## config.mk

```make
export PLATFORM = sky130hd
export DESIGN_NAME = pipe_ctrl_gen
export DESIGN_NICKNAME = d
export VERILOG_FILES = /design/src/rtl/pipe_ctrl_gen.sv
export SDC_FILE = /design/constraint.sdc
export NUM_CORES = 1
export LEC_CHECK = 0
export ABC_AREA = 1
export CAP_MARGIN = 0
export CORE_ASPECT_RATIO = 0.7
export CORE_MARGIN = 4
export CORE_UTILIZATION = 38
export DETAILED_ROUTE_END_ITERATION = 10
export PLACE_DENSITY = 0.76
export RECOVER_POWER = 50
export SYNTH_ARGS = -nofsm -noshare
export SYNTH_HDL_FRONTEND = slang
export SYNTH_SLANG_ARGS = --single-unit
```

## constraint.sdc

```tcl
create_clock -name clk -period 1.35 [get_ports clk]
set_clock_uncertainty 0.2 [all_clocks]
set_input_delay 0.27 -clock clk [delete_from_list [all_inputs] [get_ports clk]]
set_output_delay 0.27 -clock clk [all_outputs]
set_load 0.01 [all_outputs]
```

## src/rtl/pipe_ctrl_gen.sv

```systemverilog
// Pipeline control generator: stall vector, exception flush sequencer, stall watchdog.
// Latency: stall_o is combinational from stallreq_i; flush_o/new_pc_o follow excp_i by one cycle.
// Backpressure: none; stall_o is the backpressure the block hands to the pipeline.
// Optional macro PIPE_CTRL_PERF_EN adds a saturating total stalled-cycle counter on stall_cnt_o.
module pipe_ctrl_gen #(
    parameter int STAGES      = 6,
    parameter int FLUSH_LEN   = 1,
    parameter int STALL_LIMIT = 255
) (
    input  logic              clk,
    input  logic              rst,
    input  logic [STAGES-1:0] stallreq_i,
    input  logic              excp_i,
    input  logic [31:0]       excp_pc_i,
    output logic [STAGES-1:0] stall_o,
    output logic              flush_o,
    output logic [31:0]       new_pc_o,
    output logic              stall_timeout_o,
    output logic [31:0]       stall_cnt_o
);

    localparam logic [3:0]  FLEN = 4'(FLUSH_LEN);
    localparam logic [15:0] SLIM = 16'(STALL_LIMIT);

    typedef enum logic {
        IDLE  = 1'b0,
        FLUSH = 1'b1
    } state_t;

    state_t        state_q, state_d;
    logic [3:0]    fcnt_q, fcnt_d;
    logic [31:0]   pc_q, pc_d;
    logic [15:0]   scnt_q, scnt_d;
    logic          timeout_q, timeout_d;
    logic [STAGES-1:0] stall_therm;
    logic          stall_any;

    // Thermometer fill downward from the highest requesting stage; flush and reset mask it.
    always_comb begin
        logic acc;
        acc         = 1'b0;
        stall_therm = '0;
        for (int k = STAGES - 1; k >= 0; k--) begin
            acc            = acc | stallreq_i[k];
            stall_therm[k] = acc;
        end
        stall_o = (rst || (state_q == FLUSH)) ? '0 : stall_therm;
    end

    assign stall_any = |stall_o;

    // Flush sequencer next state: a new exception always restarts the window (last one wins).
    always_comb begin
        state_d = state_q;
        fcnt_d  = fcnt_q;
        pc_d    = pc_q;
        case (state_q)
            IDLE: begin
                if (excp_i) begin
                    state_d = FLUSH;
                    fcnt_d  = FLEN;
                    pc_d    = excp_pc_i;
                end
            end
            FLUSH: begin
                if (excp_i) begin
                    fcnt_d = FLEN;
                    pc_d   = excp_pc_i;
                end else if (fcnt_q == 4'd1) begin
                    state_d = IDLE;
                    fcnt_d  = 4'd0;
                end else begin
                    fcnt_d = fcnt_q - 4'd1;
                end
            end
            default: begin
                state_d = IDLE;
                fcnt_d  = 4'd0;
            end
        endcase
    end

    // Watchdog next state: the run counter saturates, and the flag is sticky until reset.
    always_comb begin
        scnt_d    = scnt_q;
        timeout_d = timeout_q;
        if (!stall_any) begin
            scnt_d = 16'd0;
        end else begin
            if (scnt_q != SLIM) begin
                scnt_d = scnt_q + 16'd1;
            end
            if (scnt_q == SLIM) begin
                timeout_d = 1'b1;
            end
        end
    end

    // State registers with synchronous reset.
    always_ff @(posedge clk) begin
        if (rst) begin
            state_q   <= IDLE;
            fcnt_q    <= 4'd0;
            pc_q      <= 32'h0;
            scnt_q    <= 16'd0;
            timeout_q <= 1'b0;
        end else begin
            state_q   <= state_d;
            fcnt_q    <= fcnt_d;
            pc_q      <= pc_d;
            scnt_q    <= scnt_d;
            timeout_q <= timeout_d;
        end
    end

    assign flush_o         = (state_q == FLUSH);
    assign new_pc_o        = pc_q;
    assign stall_timeout_o = timeout_q;

`ifdef PIPE_CTRL_PERF_EN
    logic [31:0] perf_q, perf_d;

    // Total stalled cycles, saturating so a long run never wraps to a misleading small value.
    always_comb begin
        perf_d = perf_q;
        if (stall_any && (perf_q != 32'hFFFF_FFFF)) begin
            perf_d = perf_q + 32'd1;
        end
    end

    // Performance counter register.
    always_ff @(posedge clk) begin
        if (rst) begin
            perf_q <= 32'h0;
        end else begin
            perf_q <= perf_d;
        end
    end

    assign stall_cnt_o = perf_q;
`else
    assign stall_cnt_o = 32'h0;
`endif

endmodule

```

# Word level (Yosys, flattened, before mapping)
# Index checks and enable logic that the tools add are counted.
# totals
ff_bits	54
input_bits	41
# op_classes
n_bitwise	7
reduce_logical	4
addsub	2
n_eq_ne	4
mux	10
# ops
cell	count
32-bit 2-to-1 mux	1
16-bit by 1-bit adder with 16-bit output (second input constant)	1
16-bit by 8-bit equality test with 1-bit output (second input constant)	1
16-bit by 8-bit inequality test with 1-bit output (second input constant)	1
4-bit 2-to-1 mux	3
4-bit case mux with 2 select lines	1
6-bit 2-to-1 mux	1
6-bit OR reduction	1
1-bit bitwise OR	5
4-bit by 1-bit equality test with 1-bit output (second input constant)	1
4-bit by 1-bit subtractor with 4-bit output (second input constant)	1
1-bit 2-to-1 mux	3
2-bit inequality test (second input constant)	1
1-bit inverter	2
1-bit case mux with 2 select lines	1
2-bit AND reduction	1
2-bit OR reduction	1
1-bit logical OR	1

# Longest topological paths before layout
# Gate-level depths: netlist (run 1).
# depth
word_depth	9
mapped_depth	9
ltp_nobuf	9

# Least setup slack after synthesis (run 1)
# No wires, ideal clock.
# synth_path
path_kind	register -> register
start	register scnt_q[0]
end	register scnt_q[4]
setup_ns	0.056
stages_incl_launch_ff	7
slack_ns	-0.137
required_time_ns	1.094
t_arrival_ns	1.231
path_cell_list	dfxtp_1 > ha_1 > nand3_2 > or2_2 > nand3_1 > nand2_1 > inv_1
# synth_via
elab_chain_cells	1
elab_cells_between_ends	2
classes_between	1 x add/sub; 1 x eq/ne
# synth_rtl
item	line_no	source
from (decl)	33	logic [15:0] scnt_q, scnt_d;
from (signal assigned)	111	scnt_q <= scnt_d;
16-bit by 1-bit adder with 16-bit output or 16-bit by 8-bit inequality test with 1-bit output (tied branches)	91, 90	
# Several ways; a longest one is shown, not always the timed one.
# A chain may end at the register's enable or synchronous reset.

# Worst setup path after layout (run 1)
# layout_path
start	register state_q (netlist: flush_o)
end	output stall_o[0]
# layout_via
elab_chain_cells	2
# layout_rtl
item	line_no	source
from (decl)	30	state_t state_q, state_d;
from (signal assigned)	108	state_q <= state_d;
1-bit logical OR	47	stall_o = (rst || (state_q == FLUSH)) ? '0 : stall_therm;
6-bit 2-to-1 mux	47	
to (decl)	15	output logic [STAGES-1:0] stall_o,
# Every way passes these cells.

==> impl_results.md, run 1 <==
* Seq pwr share at ~47%
* Worst hold path type: flop to flop
* Placed instance count at 574
* Sw Ratio at 25.6%
* Int Power at about 2.7 mW
* DIE AREA at approximately 8300 sq um
* Yosys Warn Count at 0
* Final period util at 120%
* Final Max Tran Viols at 0
* Layout fillers at between 600 and 700
* Mapped Cells at roughly 380
* Die Ht at 77.6 um
* CTS clk-pin slew, worst paths at about 0.11 ns
* Vias per inst at 4.68
* Worst EP arrival at around 1.2 ns
* Pin count of the biggest net entering global routing at 26
* Cell Rows at 25
* ANT cells at 0
* Power share of the clock group at 35.6%
* Total wire length at around 8000 um
* Worst VDD drop at 0.465 mV
* CTS buffer count at 5
* Ports at 113
* FMAX at 618 MHz
* Core area at ~6700 sq um
* Top cell type's share of synthesized area at 41.1%
* Status: finished with violations
* Vias in the first global route at 2,601
* Flops & latches, synth at 54
* Hold_buf cts at 0
* Initial antenna violation count at 0
* Vias post-DR at around 2,800
* WL/cell at 13.4 um
* Yosys cell types at 28
* NetSw at 928 uW
* Area grow syn2layout at 51.9%
* Hpwl dp at 5110 um
* Post-synth EDFFs at 0
* Critical Path Slowest Stage Cell: dfxtp_2
* Grt ovf at 0
* Total track usage at 17.2%
* Synth area leaders: dfxtp_1, nor2_1, buf_4, nand2_1, o21ai_0
* # setup viols final at 46
* Hold WS at between 0.2 and 0.3 ns
* Failing checks: setup timing
* DRT iter0 DRCs at 128
* Fin. Hold Viols at 0
* WS Path Type: flop to primary output
* Worst-path maximum fanout at 3
* MaxCap Viol Count at 0
* Pwr Density at between 900 and 1000 nW/um^2
* CP Launch Type: flop
* Comb pwr share at roughly 17%
* DRT antenna net count at 0
* CTS max path bufs at 2
* Minimum clock period at 1.62 ns
* Worst path cell trace: nor2_4, buf_4, o21ai_2, inv_2, buf_6
* CP peak stage delay at roughly 0.35 ns
* Crit. End Element: primary output
* H-tree levels at 2
* Worst path bufs/invs at 3
* Drt first pass iters at 4
* Final WS setup at -0.269 ns
* CTS tree: done
* Critical path's top delay family: flip-flops
* Number of port buffers at 80
* Non-Filler Instances at roughly 600
* Primary FF master, synth: dfxtp_1
* Synth async-reset ratio at 0%
* DIE WIDTH at 107 um
* Leading area contributor after synthesis: dfxtp_1
* Detailed-route DRC error count at 0
* CTS Root Cell: clkbuf_8
* Static Leak at approximately 1.9 nW
* First-pass GRT wire length at 11,800 um
* WP data required at 0.88 ns
* Avg Inst Size Synth at 6.85 sq um
* Routability cong. at just over 0.9
* Worst-skew pair later-pin latency at 0.31 ns
* Sequential share of the synthesized area at 41.1%
* Initial Util at around 40%
* Sink Count at 54
* RSZ-0062 raised after global routing: true
* Share of layout cells above drive strength 1 at 39.9%
* Syn Std Cell Area at between 2000 and 3000 sq um
* Total power at 3.63 mW
* Final nets at 544
-- synth_stat cells, types with 2 or more instances --
cell type	number
nor2_2	2
buf_4	33
ha_1	3
nor2_1	89
nand4_1	6
xnor2_1	2
o21ai_0	36
nand3b_1	2
a21oi_1	13
dfxtp_1	54
nand3_1	16
or2_2	2
clkbuf_1	5
inv_1	38
buf_2	4
nand2_1	66
nand2_2	2
-- flip-flops by register name, indices dropped and copies added (netlist names) --
register and cells:
flush_o 1, new_pc_o 32, fcnt_q 4, scnt_q 16, stall_timeout_o 1
-- worst min-delay path: cells and delay by family, from the launching register on --
kind / cells / cell delay [ns]
AOI/OAI and AO/OA: 1 / 0.06
DFF: 1 / 0.33
and+or+nand+nor: 1 / 0.05
-- power by group through the flow --
| stage | Sequential, mW | Clock (mW) | Combinational [mW] |
|---|---|---|---|
| 2_1_floorplan | 1.79 | 0 | 0.294 |
| 3_3_place_gp | 1.75 | 0 | 0.614 |
| 3_5_place_dp | 1.75 | 0 | 0.623 |
| 4_1_cts | 1.72 | 1.32 | 0.615 |
| 5_1_grt | 1.72 | 1.39 | 0.685 |
| 6_report | 1.71 | 1.29 | 0.621 |
-- final cells by class --
type	count	area [sq um]	share of cell area (%)
clock inverter	3	68.8	1.72
sequential	54	1160	29.0
timing repair buffer	120	940	23.5
multi-input combinational	279	1490	37.3
inverter	40	154	3.85
tap	94	118	2.94
clock buffer	5	68.8	1.72
-- per-layer routing --
metal  vias up  track usage, %  wire length (um)
met3        14            4.57               697
met4         0            5.04               136
met5         -               0                 0
li1       1366               -                 -
met2       113            30.4              3950
met1      1290            20.4              3220
-- per-stage QoR --
stage	util (%)	instance area, sq um	worst slack (ns)	TNS (ns)
global placement	53.8	3620	-0.891	-24.29
detailed placement	53.8	3620	-0.935	-25.86
finish	59.4	4000	-0.269	-4.34
global route	59.4	4000	-0.345	-8.60
floorplan	-	2770	0.0164	0
CTS	57.8	3890	-0.271	-1.69
-- layout by cell type, fill, tap and decap left out, drive strengths merged, types with 4 or more instances in the layout --
cell / Yosys / final
dfxtp: 54 / 54
nand2: 68 / 69
nand3: 17 / 17
nor2: 92 / 92
nand4: 6 / 6
o21ai: 37 / 37
clkbuf: 5 / 9
dlygate4sd2: 0 / 4
inv: 39 / 39
a21oi: 13 / 13
conb: 1 / 32
buf: 38 / 76
clkdlybuf4s50: 0 / 33
-- logic make-up (layout without fill, tap and decap cells) --
kind of cell | after synthesis | count (layout) | share of synthesized area [%]
AO/OA/AOI/OAI | 52 | 52 | 10.0
adder cells (fa/ha/maj) | 3 | 3 | 1.43
flip-flops | 54 | 54 | 41.1
AND/OR/NAND/NOR | 188 | 189 | 29.6
buffers and inverters | 83 | 168 | 16.7
other | 1 | 32 | 0.143
XOR/XNOR | 3 | 3 | 0.999
-- repair_timing --
action,CTS,global route
buffers inserted,6,6
cloned,1,0
gates resized for setup,197,111
hold endpoints to repair,0,0
endpoints found under the setup margin,76,62
pin swaps,17,35
-- worst paths after layout --
path / start / endpoint / slack [ns] / cells after the start
setup reg to reg: scnt_q[6] / scnt_q[4] / -0.16 / 8
setup / recovery: flush_o / stall_o[0] / -0.27 / 5
hold / removal: stall_timeout_o / stall_timeout_o / 0.27 / 2
hold reg to reg: stall_timeout_o / stall_timeout_o / 0.27 / 2
Note: power is estimated with default switching activity, not from simulation.
==> run 2: changes to the inputs <==
- GPL_TIMING_DRIVEN: default -> 0
==> run 2 against run 1 <==
Effect of this change: highest routed layer unchanged; sequential power barely moved; combinational power up 8.7%; die area unchanged; design area up 0.19%; core utilization rose by 0.11 points; largest power group unchanged; critical endpoint is now stall_o[1]; routed wire length fell by 6.1%; largest cell class unchanged; register-to-register slack gained 0.07 ns; sequential share of layout area shrank 0.085 points; sequential cell count is the same; hold slack got worse by 0.14 ns; the flow still finishes with violations (setup timing); final cell count up 3.0%.
==> impl_results.md, run 2 (same netlist as run 1, synthesis figures left out) <==
* Initial antenna violation count at 0 (unchanged)
* Detailed-route DRC error count at 0 (unchanged)
* Commonest non-fill, non-tap cell in the layout: nor2_1
* FMAX at 636 MHz (+2.9%)
* MaxCap Viol Count at 0 (unchanged)
* DIE WIDTH at 107 um (unchanged)
* Grt ovf at 0 (unchanged)
* Number of port buffers at 79 (-1.3%)
* CP Launch Type: flop
* CTS max path bufs at 2 (unchanged)
* Total track usage at 17.2% (about the same)
* Vias in the first global route at 2,518 (-3.2%)
* Worst-path maximum fanout at 4 (+1)
* Final Max Tran Viols at 0 (unchanged)
* Fin. Hold Viols at 0 (unchanged)
* H-tree levels at 2 (unchanged)
* WP data required at 0.88 ns (about the same)
* Hpwl dp at 5240 um (+2.5%)
* Minimum clock period at 1.57 ns (-0.0463 ns)
* Status: finished with violations
* Ports at 113 (unchanged)
* Cell Rows at 25 (unchanged)
* Share of layout cells above drive strength 1 at 38.7% (-1.2 points)
* CTS Root Cell: clkbuf_8
* Worst-skew pair later-pin latency at 0.31 ns (about the same)
* WL/cell at 12.2 um (-8.9%)
* Worst EP arrival at 1.10 ns (-0.05 ns)
* # setup viols final at 45 (-2.2%)
* Vias post-DR at 2,790 (+0.25%)
* Final WS setup at -0.223 ns (+0.0463 ns)
* CTS tree: done
* Final period util at 116% (-3.4 points)
* Final nets at 563 (+3.5%)
* Total wire length at 7500 um (-6.1%)
* Routability cong. at 0.845 (-7.3%)
* DIE AREA at 8340 sq um (unchanged)
* Core area at 6730 sq um (unchanged)
* Static Leak at 1.93 nW (+2.3%)
* Vias per inst at 4.55 (-2.7%)
* Hold_buf cts at 0 (unchanged)
* Total power at 3.25 mW (-10%)
* Pwr Density at 812 nW/um^2 (-10%)
* RSZ-0062 raised after global routing: true
* WS Path Type: flop to primary output
* Hold WS at 0.139 ns (-0.136 ns)
* Drt first pass iters at 4 (unchanged)
* Area grow syn2layout at 52.2%
* Crit. End Element: primary output
* Die Ht at 77.6 um (unchanged)
* CTS clk-pin slew, worst paths at 0.10 ns (about the same)
* CTS buffer count at 5 (unchanged)
* DRT iter0 DRCs at 146 (+14%)
* Pin count of the biggest net entering global routing at 16 (-38%)
* Most frequent cells in the layout: nor2_1, nand2_1, buf_4, buf_2
* Max FFs per register at 32 (unchanged)
* Worst VDD drop at 0.458 mV (-1.5%)
* Initial Util at 39.1% (unchanged)
* Failing checks: setup timing
* DRT antenna net count at 0 (unchanged)
* Sink Count at 54 (unchanged)
* Layout fillers at 626 (+3.5%)
* Worst hold path type: input pin to flop
* ANT cells at 0 (unchanged)
* First-pass GRT wire length at 11,800 um (unchanged)
-- run 2: through the flow --
step,util [%],TNS (ns),instance area (sq um),instances,worst slack [ns]
after global routing,59.6,-8.84,4010,613,-0.313
after detailed placement,54.7,-29.87,3680,588,-1.05
final,59.6,-2.30,4010,613,-0.223
after floorplan,-,0,2770,415,0.0164
after CTS,58.5,-1.35,3940,605,-0.244
after global placement,54.7,-27.75,3680,588,-1.03
-- run 2: path summary, 6_finish.rpt --
path / startpoint / to / slack, ns / cells after the start
setup / recovery: flush_o / stall_o[1] / -0.22 / 4
hold / removal: rst / fcnt_q[3] / 0.14 / 2
setup reg to reg: scnt_q[0] / scnt_q[4] / -0.09 / 7
hold reg to reg: stall_timeout_o / stall_timeout_o / 0.28 / 2
-- run 2: per-layer routing --
metal / vias to the layer above / share of wire (%) / GRT usage, %
li1: 1409 / - / -
met1: 1268 / 42 / 21.4
met2: 105 / 48 / 29.0
met3: 8 / 8.9 / 5.32
met4: 0 / 1.3 / 4.29
met5: - / 0 / 0
-- run 2: repair_timing --
| item | in CTS | in global routing |
|---|---|---|
| setup endpoints to repair | 87 | 77 |
| gates resized for setup | 193 | 105 |
| setup buffers | 9 | 10 |
| cloned | 1 | 0 |
| pin swaps | 10 | 29 |
-- run 2: critical path, cell delays in order, from the launching register on --
cell,delay [ns]
dfxtp_4,0.36
nor2_4,0.11
inv_2,0.07
o21ai_2,0.11
buf_2,0.14
-- run 2: where the power goes --
group	internal, mW	leakage (nW)	total, mW	switching (mW)
Combinational	0.340	1.43	0.675	0.335
Clock	0.357	0.0373	0.865	0.508
Sequential	1.67	0.462	1.71	0.0439
-- run 2: cell type report --
cell class | instances | area, sq um | share of cell area, %
multi-input combinational | 279 | 1450 | 36.2
sequential | 54 | 1160 | 28.9
timing repair buffer | 96 | 748 | 18.7
buffer | 43 | 292 | 7.28
inverter | 40 | 160 | 4.00
tap | 94 | 118 | 2.94
clock buffer | 6 | 72.6 | 1.81
clock inverter | 1 | 7.51 | 0.187
